==> src/rtl/adsr_phase_controller.sv <==
// ADSR envelope sequencer: walks IDLE/ATTACK/DECAY/SUSTAIN/RELEASE from a note gate,
// pacing each phase's level steps with a reloadable countdown divider driven by tick.
module adsr_phase_controller #(
  parameter int LEVEL_W = 4,
  parameter int RATE_W  = 4
) (
  input  logic               clk,
  input  logic               reset,
  input  logic               tick,
  input  logic               gate,
  input  logic [RATE_W-1:0]  attack_rate,
  input  logic [RATE_W-1:0]  decay_rate,
  input  logic [LEVEL_W-1:0] sustain_level,
  input  logic [RATE_W-1:0]  release_rate,
  output logic [LEVEL_W-1:0] level,
  output logic [2:0]         phase,
  output logic               active,
  output logic               done
);

  typedef enum logic [2:0] {
    ST_IDLE    = 3'd0,
    ST_ATTACK  = 3'd1,
    ST_DECAY   = 3'd2,
    ST_SUSTAIN = 3'd3,
    ST_RELEASE = 3'd4
  } phase_t;

  localparam logic [LEVEL_W-1:0] LMAX   = {LEVEL_W{1'b1}};
  localparam logic [LEVEL_W-1:0] LZERO  = {LEVEL_W{1'b0}};
  localparam logic [RATE_W-1:0]  DZERO  = {RATE_W{1'b0}};

  phase_t             r_phase;
  logic [LEVEL_W-1:0] r_level;
  logic [RATE_W-1:0]  r_div;
  logic               r_gate_q;
  logic               r_active;
  logic               r_done;

  phase_t             w_phase_nxt;
  logic [LEVEL_W-1:0] w_level_nxt;
  logic [RATE_W-1:0]  w_div_nxt;
  logic               w_done_nxt;
  logic               w_rise;
  logic               w_fall;
  logic               w_gated_phase;
  logic [LEVEL_W-1:0] w_level_inc;
  logic [LEVEL_W-1:0] w_level_dec;
  logic [RATE_W-1:0]  w_div_dec;

  assign w_rise        = gate & ~r_gate_q;
  assign w_fall        = ~gate & r_gate_q;
  assign w_gated_phase = (r_phase == ST_ATTACK) || (r_phase == ST_DECAY) ||
                         (r_phase == ST_SUSTAIN);
  assign w_level_inc   = r_level + LEVEL_W'(1);
  assign w_level_dec   = r_level - LEVEL_W'(1);
  assign w_div_dec     = r_div - RATE_W'(1);

  // Next-state: gate edges win over tick, so a coincident tick never moves the level.
  always_comb begin
    w_phase_nxt = r_phase;
    w_level_nxt = r_level;
    w_div_nxt   = r_div;
    w_done_nxt  = 1'b0;
    if (w_rise) begin
      w_phase_nxt = ST_ATTACK;
      w_div_nxt   = attack_rate;
    end else if (w_fall && w_gated_phase) begin
      w_phase_nxt = ST_RELEASE;
      w_div_nxt   = release_rate;
    end else if (tick) begin
      case (r_phase)
        ST_IDLE: begin
          w_level_nxt = LZERO;
        end
        ST_ATTACK: begin
          if (r_div != DZERO) begin
            w_div_nxt = w_div_dec;
          end else if (r_level == LMAX) begin
            w_phase_nxt = ST_DECAY;
            w_div_nxt   = decay_rate;
          end else if (w_level_inc == LMAX) begin
            w_level_nxt = w_level_inc;
            w_phase_nxt = ST_DECAY;
            w_div_nxt   = decay_rate;
          end else begin
            w_level_nxt = w_level_inc;
            w_div_nxt   = attack_rate;
          end
        end
        ST_DECAY: begin
          if (r_div != DZERO) begin
            w_div_nxt = w_div_dec;
          end else if (r_level > sustain_level) begin
            w_level_nxt = w_level_dec;
            w_div_nxt   = decay_rate;
            if (w_level_dec == sustain_level) begin
              w_phase_nxt = ST_SUSTAIN;
            end else begin
              w_phase_nxt = ST_DECAY;
            end
          end else begin
            w_phase_nxt = ST_SUSTAIN;
            w_div_nxt   = decay_rate;
          end
        end
        ST_SUSTAIN: begin
          w_level_nxt = sustain_level;
        end
        ST_RELEASE: begin
          if (r_div != DZERO) begin
            w_div_nxt = w_div_dec;
          end else if ((r_level == LZERO) || (w_level_dec == LZERO)) begin
            w_level_nxt = LZERO;
            w_phase_nxt = ST_IDLE;
            w_done_nxt  = 1'b1;
            w_div_nxt   = release_rate;
          end else begin
            w_level_nxt = w_level_dec;
            w_div_nxt   = release_rate;
          end
        end
        default: begin
          w_phase_nxt = ST_IDLE;
          w_level_nxt = LZERO;
          w_div_nxt   = DZERO;
        end
      endcase
    end else begin
      w_phase_nxt = r_phase;
    end
  end

  // State and registered outputs; reset aborts any envelope without a done pulse.
  always_ff @(posedge clk or negedge reset) begin
    if (!reset) begin
      r_phase  <= ST_IDLE;
      r_level  <= LZERO;
      r_div    <= DZERO;
      r_gate_q <= 1'b0;
      r_active <= 1'b0;
      r_done   <= 1'b0;
    end else begin
      r_phase  <= w_phase_nxt;
      r_level  <= w_level_nxt;
      r_div    <= w_div_nxt;
      r_gate_q <= gate;
      r_active <= (w_phase_nxt != ST_IDLE);
      r_done   <= w_done_nxt;
    end
  end

  assign level  = r_level;
  assign phase  = r_phase;
  assign active = r_active;
  assign done   = r_done;

endmodule

==> config.mk <==
export PLATFORM = sky130hd
export DESIGN_NAME = adsr_phase_controller
export DESIGN_NICKNAME = d
export VERILOG_FILES = /design/src/rtl/adsr_phase_controller.sv
export SDC_FILE = /design/constraint.sdc
export NUM_CORES = 1
export LEC_CHECK = 0
export CORE_MARGIN = 2
export CORE_UTILIZATION = 30
export CTS_BUF_LIST = sky130_fd_sc_hd__clkbuf_8
export DETAILED_ROUTE_END_ITERATION = 12
export DONT_BUFFER_PORTS = 1
export PLACE_DENSITY = 0.4
export SLEW_MARGIN = 30
export SYNTH_ARGS = -nofsm -noshare
export SYNTH_HDL_FRONTEND = slang
export SYNTH_SLANG_ARGS = --single-unit
==> constraint.sdc <==
create_clock -name clk -period 2.05 [get_ports clk]
set_input_delay 0 -clock clk [delete_from_list [all_inputs] [get_ports clk]]
set_output_delay 0 -clock clk [all_outputs]
set_load 0.03 [all_outputs]
==> impl_metrics.tcl <==
set metrics [dict create \
    cp.required_ns 2.23 \
    criticalPathCategory "reg2reg" \
    rows 26 \
    start_util_pct 30.92 \
    start_kind "flop" \
    grt_pass1_wl_um 8073 \
    clock_sinks 14 \
    r2r-start "r_div[1]" \
    ff2ff_setup_slack_ns 0.05 \
    track_usage_pct 17.33 \
    reg2regPathDepth 6 \
    min_from "gate" \
    place_inst 278 \
    via_per_inst 5.416 \
    area_delta_synth_final_pct 29.00 \
    internal_power_mw 1.403 \
    slowest_stage "or3b_4" \
    ir_drop_v 0.0005721 \
    grt_pass1_vias 1600 \
    synthArstFlopShare_pct 100.0 \
    synth_cells 191 \
    n_antenna_cell 0 \
    ys_ff_latch 14 \
    firstDrtPassIters 4 \
    ys_types 56 \
    outcome "finished, final reports clean" \
    hold_path_end "phase[2]" \
    die_w_um 76.55 \
    slowest_delay_ns 0.44 \
    pin_count 29 \
    arrival_ns 2.18 \
    core_sq_mm 0.005107 \
    cts_buffers 3 \
    p_switching_mw 1.349 \
    hold_class "in2reg" \
    dpl.hpwl_um 3751 \
    crit_fanout 5 \
    dieArea_sq_mm 0.005860 \
    synth_area_leaders "dfrtp_1 (22%), ha_1 (7.9%), nand2_1 (5.7%), nor2_1 (3.6%), xnor2_1 (3.3%)" \
    slew_viol_final 0 \
    portBuffers 0 \
    drc 0 \
    finalHoldViolations 0 \
    grt_max_degree 15 \
    end_kind "flop" \
    yosysTopAreaCell "dfrtp_1" \
    regArea_sq_um 352.8 \
    pwr-share-seq_pct 18.4 \
    post-route-cell-area_sq_mm 0.002037 \
    setup_ws_ns 0.04613 \
    clk_path_buf_depth 2 \
    totalWireLength_um 4987 \
    pwr_density_cell_mw_per_mm2 1351 \
    synth_top_area_share_pct 22.19 \
    wl_per_cell_um 16.85 \
    rr_endpoint "active" \
    synth_edf_count 0 \
    worstPathCellList "inv_1 -> ha_4 -> or3b_4 -> buf_4 -> o311a_2 -> o221ai_2" \
    synthesis.area_sq_mm 0.001579 \
    p_clk_share_pct 10.7 \
    antenna_found_initial 0 \
    synthFlopType "dfrtp_1" \
    clockRootBuffer "clkbuf_8" \
    htreeDepth 1 \
    cts_tree "done" \
    comb_power_share_pct 70.9 \
    syn_area_per_cell_sq_um 8.267 \
    final_antenna_net_count 0 \
    multi_input_area_sq_mm 0.001184 \
    relSlewSlack_pct 51.55 \
    grt.overflow.total 0 \
    final_cell_count_no_fill 296 \
    drtIter0Drc 49 \
    fill_cells 534 \
    path_buf_inv 2 \
    post-place-ws_ns -0.08027 \
    max_freq_mhz 499.0 \
    holdPathStages 2 \
    clock_skew_ns 0.002240 \
    drv_cap 0 \
    power.share.switching_pct 49.02 \
    fin_nets 257 \
    dpl-instance-area_sq_mm 0.001800 \
    path_delay_family "compound AO/OA/AOI/OAI gates" \
    vias 1603 \
    clk_pin_slew_ns 0.07 \
    seq_area_frac_synth_pct 22.19 \
    whs_ns 0.05891 \
    die_h_um 76.55 \
    yosysWarnings 0 \
    fin_crit_ns 2.004 \
    tightestPinTransition_ns 0.7244 \
    drive_gt1_share_pct 28.32 \
    syn_nets 221 \
    power.leakage_nw 0.8352 \
    setup-violations-final 0 \
    place.gp.congestion 0.8658 \
    min_period_over_period_pct 97.75 \
    clock_latency_ns 0.26 \
]
-- layer usage --
layer | share of wire [%] | track usage, %
met1 | 49 | 24.27
met2 | 45 | 26.55
met3 | 4.3 | 3.318
met4 | 1.1 | 6.000
met5 | 0 | 0
-- registers in the layout (all words and copies together) (netlist names) --
register  count
active        1
r_div         4
done          1
r_gate_q      1
phase         3
level         4
-- cell usage after synthesis, types with 2 or more instances --
master and number:
o21ai_2 5, dfrtp_1 14, a31oi_1 5, a32oi_1 3, mux2_4 3, inv_1 9
xor2_1 3, nand2_1 24, o31ai_1 2, nor3_1 3, o211ai_1 3, buf_4 2
ha_1 10, buf_2 2, nor3_2 2, o21ai_0 7, nor2b_1 6, a311oi_1 2
buf_6 2, and3_1 3, nor3b_2 2, xnor2_1 6, and2_1 3, nand2b_1 3
a21oi_1 9, clkbuf_1 2, o22ai_1 4, and2b_1 2, o21ai_1 9, nor2_1 15
-- cell families (layout without fill, tap and decap cells) --
logic type               after synthesis  after routing  synth area share, %
AO/OA/AOI/OAI                         65             65                30.51
XOR/XNOR                               9              9                4.992
adder cells (fa/ha/maj)               10             10                7.924
buffers and inverters                 18             53                5.863
flip-flops                            14             14                22.19
multiplexers                           5              5                4.199
AND/OR/NAND/NOR                       70             70                24.33
-- cell usage in the layout (no fill, tap or decap), types with 5 or more instances in the layout --
| cell | instances |
|---|---|
| a31oi_1 | 5 |
| buf_4 | 28 |
| o21ai_0 | 7 |
| nor2_1 | 15 |
| a21oi_1 | 8 |
| xnor2_1 | 6 |
| inv_1 | 9 |
| o21ai_1 | 8 |
| nor2b_1 | 6 |
| dfrtp_1 | 12 |
| dlygate4sd3_1 | 11 |
| o21ai_2 | 6 |
| ha_1 | 6 |
| nand2_1 | 24 |
-- area by class of cell --
| class | instances | area share [%] |
|---|---|---|
| sequential | 14 | 17.32 |
| inverter | 10 | 1.843 |
| clock buffer | 4 | 2.703 |
| multi-input combinational | 159 | 58.11 |
| timing repair buffer | 39 | 15.72 |
| tap | 70 | 4.300 |
-- through the flow --
step / util, % / total power [mW] / TNS [ns]
floorplan: - / 1.773 / 0
global placement: 35.25 / 2.304 / -0.1611
detailed placement: 35.25 / 2.314 / -0.2412
CTS: 38.58 / 2.653 / 0
global route: 39.88 / 2.987 / -0.02250
finish: 39.88 / 2.752 / 0
-- worst max path at each step --
stage	from	end	slack [ns]	cells past startpoint
after floorplan	level[0]	r_div[3]	0.02	9
after global placement	r_div[1]	r_div[3]	-0.07	8
after detailed placement	r_div[1]	r_div[3]	-0.08	8
after CTS	level[1]	active	0.03	6
after global routing	r_div[1]	r_div[3]	-0.01	8
final	r_div[1]	active	0.05	6
-- power by group through the flow --
stage	clock network [mW]	registers [mW]	logic, mW
2_1_floorplan	0	0.589	1.18
3_3_place_gp	0	0.506	1.80
3_5_place_dp	0	0.509	1.81
4_1_cts	0.299	0.506	1.85
5_1_grt	0.314	0.522	2.15
6_report	0.295	0.506	1.95
-- what timing repair did --
action | in CTS | in global routing
endpoints found under the hold margin | 23 | 0
buffers inserted | 0 | 3
hold buffers | 11 | 0
endpoints found under the setup margin | 7 | 10
gates resized for setup | 2 | 9
pin swaps | 1 | 1
cloned | 0 | 0
Power figures use the tool's default switching activity.
